==> src/rtl/lsp_expand_pkg.sv <==
// Purpose : shared types and constants for the LSP minimum-distance expander.
// Latency : n/a (declarations only).
// Backpressure: n/a.
// Contents: FSM state enum, default widths, G.729 gap constants, Q13 saturation limits.
package lsp_expand_pkg;

    localparam int LSP_W_DEF  = 16;
    localparam int ADDR_W_DEF = 11;
    localparam int DATA_W_DEF = 32;
    localparam int IDX_W_DEF  = 4;

    // Minimum-distance constants used by Lsp_expand_1 / Lsp_expand_2.
    localparam int GAP1 = 10;
    localparam int GAP2 = 5;

    // 16-bit ITU basic-op saturation limits.
    localparam int SAT_MAX = 32767;
    localparam int SAT_MIN = -32768;

    typedef enum logic [2:0] {
        IDLE,
        RD_PREV,
        RD_CUR,
        CAP,
        CALC,
        WR_PREV,
        WR_CUR,
        DONE
    } state_t;

endpackage

==> src/rtl/lsp_expand_alu.sv <==
// Purpose : one expander step: diff = (prev - cur + gap) >>> 1, then prev -= diff, cur += diff.
// Latency : purely combinational, zero cycles.
// Backpressure: none; outputs follow inputs.
// Ports   : prev/cur/gap in (Q13 signed); diffPos, prevNew, curNew out.
// Build   : LSP_EXPAND_SAT_EN defined -> saturating add/sub (ITU add/sub bit-exact),
//           undefined -> add/sub wrap modulo 2^LSP_W.
module lsp_expand_alu
    import lsp_expand_pkg::*;
#(
    parameter int LSP_W = LSP_W_DEF
) (
    input  logic signed [LSP_W-1:0] prev,
    input  logic signed [LSP_W-1:0] cur,
    input  logic signed [LSP_W-1:0] gap,
    output logic                    diffPos,
    output logic signed [LSP_W-1:0] prevNew,
    output logic signed [LSP_W-1:0] curNew
);

`ifdef LSP_EXPAND_SAT_EN
    localparam logic signed [LSP_W-1:0] MAX_V = {1'b0, {(LSP_W-1){1'b1}}};
    localparam logic signed [LSP_W-1:0] MIN_V = {1'b1, {(LSP_W-1){1'b0}}};

    // Result computed one bit wider; a disagreement between the top two bits is overflow.
    function automatic logic signed [LSP_W-1:0] satFit(input logic signed [LSP_W:0] x);
        if (x[LSP_W] != x[LSP_W-1]) begin
            satFit = x[LSP_W] ? MIN_V : MAX_V;
        end else begin
            satFit = x[LSP_W-1:0];
        end
    endfunction

    function automatic logic signed [LSP_W-1:0] addR(input logic signed [LSP_W-1:0] a,
                                                     input logic signed [LSP_W-1:0] b);
        addR = satFit({a[LSP_W-1], a} + {b[LSP_W-1], b});
    endfunction

    function automatic logic signed [LSP_W-1:0] subR(input logic signed [LSP_W-1:0] a,
                                                     input logic signed [LSP_W-1:0] b);
        subR = satFit({a[LSP_W-1], a} - {b[LSP_W-1], b});
    endfunction
`else
    function automatic logic signed [LSP_W-1:0] addR(input logic signed [LSP_W-1:0] a,
                                                     input logic signed [LSP_W-1:0] b);
        addR = a + b;
    endfunction

    function automatic logic signed [LSP_W-1:0] subR(input logic signed [LSP_W-1:0] a,
                                                     input logic signed [LSP_W-1:0] b);
        subR = a - b;
    endfunction
`endif

    logic signed [LSP_W-1:0] diff;

    always_comb begin
        diff    = addR(subR(prev, cur), gap) >>> 1;
        diffPos = !diff[LSP_W-1] && (diff != '0);
        prevNew = subR(prev, diff);
        curNew  = addR(cur, diff);
    end

endmodule

==> src/rtl/lsp_expand_range.sv <==
// Purpose : in-place LSP minimum-distance expansion of buf[lo-1..hi] in scratch memory.
// Latency : done in cycle 2+5N after start (N = hi-lo+1), cycle 1 when lo > hi.
// Backpressure: none; start is ignored while busy, memory assumed always ready (1-cycle read).
// Ports   : clk, reset (async active-low); start/base/lo/hi/gap request; memReadAddr/memIn
//           read port; memWriteAddr/memOut/memWriteEn write port; busy, done status.
// Build   : LSP_EXPAND_SAT_EN selects saturating arithmetic inside lsp_expand_alu.
module lsp_expand_range
    import lsp_expand_pkg::*;
#(
    parameter int ADDR_W = ADDR_W_DEF,
    parameter int DATA_W = DATA_W_DEF,
    parameter int LSP_W  = LSP_W_DEF,
    parameter int IDX_W  = IDX_W_DEF
) (
    input  logic              clk,
    input  logic              reset,
    input  logic              start,
    input  logic [ADDR_W-1:0] base,
    input  logic [IDX_W-1:0]  lo,
    input  logic [IDX_W-1:0]  hi,
    input  logic [LSP_W-1:0]  gap,
    output logic [ADDR_W-1:0] memReadAddr,
    input  logic [DATA_W-1:0] memIn,
    output logic [ADDR_W-1:0] memWriteAddr,
    output logic [DATA_W-1:0] memOut,
    output logic              memWriteEn,
    output logic              busy,
    output logic              done
);

    state_t                  state, nxt;
    logic [ADDR_W-1:0]       baseR;
    logic [IDX_W-1:0]        hiR;
    logic signed [LSP_W-1:0] gapR;
    logic [IDX_W:0]          j;          // one spare bit so hi = max index still terminates
    logic                    first;
    logic signed [LSP_W-1:0] prev, cur;
    logic                    diffPosR;

    logic                    diffPos;
    logic signed [LSP_W-1:0] prevNew, curNew;
    logic [IDX_W-1:0]        loEff;
    logic [ADDR_W-1:0]       jAddr;

    // Only the coefficient field of the memory word is meaningful.
    logic unusedMemHi;
    assign unusedMemHi = ^memIn[DATA_W-1:LSP_W];

    assign loEff = (lo == '0) ? IDX_W'(1) : lo;
    assign jAddr = baseR + ADDR_W'(j);
    assign busy  = (state != IDLE);
    assign done  = (state == DONE);

    lsp_expand_alu #(.LSP_W(LSP_W)) uAlu (
        .prev    (prev),
        .cur     (cur),
        .gap     (gapR),
        .diffPos (diffPos),
        .prevNew (prevNew),
        .curNew  (curNew)
    );

    always_ff @(posedge clk or negedge reset) begin
        if (!reset) begin
            state <= IDLE;
        end else begin
            state <= nxt;
        end
    end

    always_comb begin
        nxt = state;
        case (state)
            IDLE:    if (start) nxt = (loEff > hi) ? DONE : RD_PREV;
            RD_PREV: nxt = RD_CUR;
            RD_CUR:  nxt = CAP;
            CAP:     nxt = CALC;
            CALC:    nxt = WR_PREV;
            WR_PREV: nxt = WR_CUR;
            WR_CUR:  nxt = ((j + 1'b1) <= {1'b0, hiR}) ? RD_CUR : DONE;
            DONE:    nxt = IDLE;
            default: nxt = IDLE;
        endcase
    end

    always_ff @(posedge clk or negedge reset) begin
        if (!reset) begin
            baseR        <= '0;
            hiR          <= '0;
            gapR         <= '0;
            j            <= '0;
            first        <= 1'b0;
            prev         <= '0;
            cur          <= '0;
            diffPosR     <= 1'b0;
            memReadAddr  <= '0;
            memWriteAddr <= '0;
            memOut       <= '0;
            memWriteEn   <= 1'b0;
        end else begin
            case (state)
                IDLE: begin
                    if (start) begin
                        baseR <= base;
                        hiR   <= hi;
                        gapR  <= gap;
                        j     <= {1'b0, loEff};
                        first <= 1'b1;
                        if (loEff <= hi) begin
                            memReadAddr <= base + ADDR_W'(loEff) - ADDR_W'(1);
                        end
                    end
                end
                RD_PREV: memReadAddr <= jAddr;
                RD_CUR: begin
                    // buf[j-1] comes from memory only on the first pair; later it is carried in prev.
                    if (first) prev <= memIn[LSP_W-1:0];
                    first <= 1'b0;
                end
                CAP: begin
                    cur <= memIn[LSP_W-1:0];
                    // Park the read port on the next element so it never aliases the writes to j-1/j.
                    memReadAddr <= jAddr + ADDR_W'(1);
                end
                CALC: begin
                    if (diffPos) begin
                        prev <= prevNew;
                        cur  <= curNew;
                    end
                    diffPosR     <= diffPos;
                    memWriteAddr <= jAddr - ADDR_W'(1);
                    memOut       <= {{(DATA_W-LSP_W){prevNew[LSP_W-1]}}, prevNew};
                    memWriteEn   <= diffPos;
                end
                WR_PREV: begin
                    memWriteAddr <= jAddr;
                    memOut       <= {{(DATA_W-LSP_W){cur[LSP_W-1]}}, cur};
                    memWriteEn   <= diffPosR;
                end
                WR_CUR: begin
                    memWriteEn <= 1'b0;
                    prev       <= cur;
                    j          <= j + 1'b1;
                end
                default: ;
            endcase
        end
    end

endmodule

==> config.mk <==
export PLATFORM = sky130hd
export DESIGN_NAME = lsp_expand_range
export DESIGN_NICKNAME = d
export VERILOG_FILES = /design/src/rtl/lsp_expand_pkg.sv /design/src/rtl/lsp_expand_alu.sv /design/src/rtl/lsp_expand_range.sv
export SDC_FILE = /design/constraint.sdc
export NUM_CORES = 1
export LEC_CHECK = 0
export ABC_AREA = 1
export CAP_MARGIN = 20
export CORE_MARGIN = 2
export CORE_UTILIZATION = 55
export CTS_CLUSTER_SIZE = 20
export DETAILED_ROUTE_END_ITERATION = 10
export MAX_ROUTING_LAYER = met4
export PLACE_DENSITY = 0.76
export SLEW_MARGIN = 40
export SYNTH_ARGS = -nofsm -noshare
export SYNTH_HDL_FRONTEND = slang
export SYNTH_SLANG_ARGS = --single-unit
export TNS_END_PERCENT = 1
==> constraint.sdc <==
create_clock -name clk -period 4.25 [get_ports clk]
set_input_delay 0.425 -clock clk [delete_from_list [all_inputs] [get_ports clk]]
set_output_delay 0.425 -clock clk [all_outputs]
set_load 0.01 [all_outputs]
[Yosys cells after proc, flatten, opt, wreduce, memory -nomap -nowiden]
Index checks and enable logic that the tools add are counted.
Word-level totals
  bits in registers: 128
  bits of input ports: 70
  output and inout bits: 57
  logic and storage cells: 76
Operators by class
  $add $sub $neg: 10
  order comparisons: 3
  eq/ne operators: 11
  mux-type cells: 20
  reduce and logical (&&, ||, !) cells: 19
Operators with widths (count)
  one-hot mux 32 bit (2 select lines): 1
  2-to-1 mux 16 bit: 3
  one-hot mux 16 bit (3 select lines): 1
  one-hot mux 11 bit (3 select lines): 1
  one-hot mux 16 bit (2 select lines): 1
  one-hot mux 3 bit (8 select lines): 1
  2-to-1 mux 11 bit: 2
  one-hot mux 11 bit (2 select lines): 1
  subtractor 11 x 1 -> 11 bit, second input constant: 2
  adder 16 x 15 -> 16 bit: 1
  adder 16 bit: 1
  nonzero test 16 bit: 1
  subtractor 16 x 15 -> 16 bit: 1
  subtractor 16 bit: 1
  equality test 3 bit, second input constant: 4
  nonzero test 3 bit: 4
  adder 11 x 1 -> 11 bit, second input constant: 1
  adder 11 x 4 -> 11 bit: 1
  adder 11 x 5 -> 11 bit: 1
  one-hot mux 5 bit (2 select lines): 1
  2-to-1 mux 3 bit: 3
  inequality test 2 bit, second input constant: 4
  AND reduction 2 bit: 4
  nonzero test 2 bit: 4
  16 further kinds: 18

[Logic depth before layout (Yosys ltp)]
  depth after elaboration: 7
  depth in mapped cells: 28
  depth with buffers taken out: 28

[Cells and area by module]
A second synthesis with hierarchy kept.
Unflattened totals
  cells, all modules: 1359
  area, all modules: 9577.9 sq um
Modules (own cells, without submodules)
  lsp_expand_range: times used 1, cells each 872, area an instance 6661.4 sq um, sequential area each 2802.7 sq um
  lsp_expand_alu: times used 1, cells each 487, area an instance 2916.5 sq um, sequential area each 0.0 sq um

[Worst setup path before layout]
No wires, ideal clock.
  path kind: reg-to-reg
  start point: register prev[1]
  end point: register cur[13]
  setup time: 0.117 ns
  arrival time: 3.473 ns
  data required time: 4.133 ns
  path slack: 0.661 ns
  stages on the path, launching flop included: 23
  path buffers: 0
  clock period less this slack: 3.589 ns
  cells stage by stage: dfrtp_1 > inv_1 > fa_1 > fa_1 > inv_1 > nand3_1 > nand2_4 > xnor2_1 > inv_1 > ha_1 > nand2_1 > a31oi_1 > nor2_1 > o21ai_0 > a21oi_1 > o21ai_0 > nand2_1 > nand2_1 > nand2_1 > nand3_1 > nand2_1 > nand2_1 > nand2_1
On the way
  word-level cells in the longest chain between the ends: 6
  elaborated cells between the ends (all ways): 10
  classes of those cells: 3 x add/sub; 1 x eq/ne; 2 x mux; 4 x reduce/logical
Ends and longest elaborated chain
  from (decl): line lsp_expand_range.sv:37  | logic signed [LSP_W-1:0] prev, cur;
  from (signal assigned): line lsp_expand_range.sv:117  | if (first) prev <= memIn[LSP_W-1:0];
  from (signal assigned): line lsp_expand_range.sv:127  | prev <= prevNew;
  from (signal assigned): line lsp_expand_range.sv:142  | prev <= cur;
  subtractor 16 bit (*): line lsp_expand_alu.sv:50  | subR = a - b;
  adder 16 bit (*): line lsp_expand_alu.sv:45  | addR = a + b;
  branches (longest 4 deep; another with adder 16 x 15 -> 16 bit)
  to (signal assigned): line lsp_expand_range.sv:121  | cur <= memIn[LSP_W-1:0];
  to (signal assigned): line lsp_expand_range.sv:128  | cur <= curNew;
  to (decl): line lsp_expand_range.sv:37
Mark *: on every way between the ends. The select of a mux whose other input is x is not followed.
A chain may end at the register's enable or synchronous reset.

[Worst setup path in the final report]
  start point: register gapR[1]
  end point: register prev[9]
On the way
  word-level cells in the longest chain between the ends: 5
  elaborated cells between the ends (all ways): 9
  classes of those cells: 2 x add/sub; 1 x eq/ne; 2 x mux; 4 x reduce/logical
Ends and longest elaborated chain
  from (decl): line lsp_expand_range.sv:34  | logic signed [LSP_W-1:0] gapR;
  from (signal assigned): line lsp_expand_range.sv:106  | gapR <= gap;
  adder 16 bit (*): line lsp_expand_alu.sv:45
  branches (longest 4 deep; another with subtractor 16 x 15 -> 16 bit)
Marked as above.

==> out/metrics.yaml <==
run_status:
  status: "finished, final reports clean"
logic_synthesis:
  netlist_area_sq_um: 9570
  syn_inst: 1369
  synth_ff_type: "dfrtp_1"
  yosysUniqueCellTypes: 51
  yosysWarnings: 0
  synth-seq-cells: 112
  synth_area_leader_cell: "dfrtp_1"
  ys_seq_area_share_pct: 29.3
  syn-num-nets: 1532
  synth_edf_count: 0
  synth.avg_cell_area_sq_um: 6.99
  yosys-top-cells-area: "dfrtp_1, nand2_1, ha_1, inv_1, o21ai_0"
  synth_top_area_share_pct: 29.3
  synthArstFlopShare_pct: 100
hold_path:
  min-delay-path-class: "input port to async pin"
grt:
  use_met1_pct: 38.0
  use_met2_pct: 52.0
  grtUsageTotal_pct: 30.6
  antenna_found_initial: 0
  grt_pass1_vias: 8915
  grt_remaining_overflow: 0
  grt_max_degree: 56
  gr-max-usage-layer: "met2"
  use_met3_pct: 2.98
  grt_pass1_wl_mm: 43.0
cts:
  cts.htree.levels: 3
  cts.sinks: 112
  insertion_delay_ns: 0.36
  clock-root-buffer: "clkbuf_16"
  cts_buffer_depth: 2
  cts_tree: "yes"
  cts-hold-fix-buffers: 0
  cts_made_buffers: 9
  clk_pin_slew_ns: 0.08
place:
  dp.final_hpwl_mm: 20.3
  dp_slack_ns: 0.141
  io_buffers: 110
  gp_congestion: 0.944
layout:
  seq_area_sq_um: 2800
  drive_gt1_share_pct: 7.10
  final_nets: 1623
  final_cell_mix: "nand2_1, inv_1, dfrtp_1"
  area_growth_pct: 16.6
  multiInputGateArea_sq_um: 5590
  nFillCells: 1602
  num_antenna_cells: 0
  final_common_cell: "nand2_1"
sta:
  post-route-min-period_ns: 3.99
  worst_pin_slew_ns: 0.774
  slew-limit-headroom_pct: 48.0
  finalHoldViolations: 0
  setup_tns_ns: 0
  drv_slew: 0
  fin_ws_ns: 0.257
  setup_violations: 0
  post-route-period-util_pct: 94.0
  max_freq_mhz: 250
  rsz0062_at_grt: "yes"
  finalClockSkew_ns: 0.0120
die:
  die_h_microns: 136
  die_area_sq_um: 18500
  start_util_pct: 55.7
  std_cell_rows: 48
  core-area_sq_um: 17200
  die_x_microns: 136
  ios: 127
route:
  drt_first_iter_violations: 723
  viasPerCell: 5.45
  drcViolationCount: 0
  vias: 9205
  wirelength_mm: 26.3
  dr.pass1.iters: 6
  ant_nets: 0
  wl_per_cell_microns: 15.6
setup_path:
  crit_path_start: "gapR[1]"
  startpoint_type: "flop"
  timing.rr.end: "prev[9]"
  crit_arrival_ns: 4.23
  r2r_slack_ns: 0.26
  cp-end-kind: "flop"
  reg2reg_depth: 21
  cp_max_fo: 4
  critPathKind: "flop to flop"
  worstPathRequired_ns: 4.48
  r2r-start: "gapR[1]"
flow_run:
  max_cap_viol_count: 0
[logic make-up after synthesis]
kind of cell	share of synthesized area, %
flops	29.3
xor+xnor	2.27
simple gates	26.3
fa+ha+maj	13.6
compound gates	15.6
buf+inv	12.8
[Yosys cell counts, types with 2 or more instances]
cell type and instances:
nand2_2 14, nand3b_1 2, a31oi_1 18, nand3_1 80, a21o_1 4, xnor2_1 7
buf_6 3, a221oi_1 2, nand4_1 18, inv_2 7, nor3_1 10, fa_1 19
o211ai_1 14, nand2_1 356, o21ai_0 98, nor2_2 6, a21oi_1 68, buf_2 3
clkbuf_1 20, o21ai_2 9, buf_1 2, xor2_1 16, o21a_1 2, nor2_1 83
dfrtp_1 112, nand2_4 4, o221ai_1 8, a41oi_1 3, nand3_2 3, ha_1 74
clkbuf_8 2, or2_2 7, buf_4 16, o21ai_1 13, inv_1 241, o21bai_1 7
o22ai_1 4
[layer usage]
layer / wire [microns] / up-vias
met4: 824 / 0
met5: 0 / -
met3: 1350 / 58
li1: - / 4567
met1: 11400 / 4281
met2: 12800 / 299
[final cells by class]
type	instances	share of cell area, %
Multi-Input combinational cell	961	50.1
Clock inverter	6	0.662
Sequential cell	112	25.1
Clock buffer	10	2.14
Inverter	249	8.38
Timing Repair Buffer	127	11.0
Tap cell	225	2.52
[sequential cells by signal, indices dropped and copies added (netlist names)]
| signal | count |
|---|---|
| cur | 16 |
| gapR | 16 |
| memOut | 16 |
| prev | 16 |
| baseR | 11 |
| memReadAddr | 11 |
| memWriteAddr | 11 |
| j | 5 |
| hiR | 4 |
| state | 3 |
| diffPosR | 1 |
| first | 1 |
| memWriteEn | 1 |
[critical path: stages, from the launching register on]
cell and delay (ns):
dfrtp_1 0.34, inv_1 0.09, fa_1 0.60, inv_1 0.06, ha_1 0.29, nand2_1 0.08, inv_1 0.04, nand2_1 0.07
nand2_2 0.09, xnor2_2 0.18, ha_1 0.31, nand2_1 0.05, o21ai_0 0.43, nand2_1 0.10, nand2_1 0.13, nand2_1 0.07
nand3_1 0.14, nand2_1 0.13, o21ai_0 0.39, nand3_1 0.14, nand2_2 0.10, o21ai_2 0.05
[worst max-delay path by stage]
stage | endpoint | slack, ns | depth (start not counted)
CTS | cur[13] | 0.13 | 24
finish | prev[9] | 0.26 | 21
detailed placement | cur[13] | 0.14 | 24
global placement | cur[13] | 0.17 | 24
floorplan | cur[13] | 0.66 | 22
global route | memOut[14] | -0.06 | 26
[timing repair]
action / 4_1_cts / 5_1_grt
endpoints found under the hold margin: 0 / 0
resized for setup: 0 / 15
setup buffers: 0 / 1
endpoints found under the setup margin: 0 / 19
[per-stage QoR]
stage          instance area [sq um]  utilization, %  instances  hold WS (ns)
2_1_floorplan                   9570               -       1369         0.129
3_3_place_gp                   10800            62.8       1673         0.459
3_5_place_dp                   10800            62.8       1673         0.467
4_1_cts                        11100            64.6       1689         0.151
5_1_grt                        11200            64.9       1690        0.0589
6_report                       11200            64.9       1690        0.0143
Power is not shown: default switching activity piles up to over one toggle a cycle in this logic, so the estimate is an artifact.
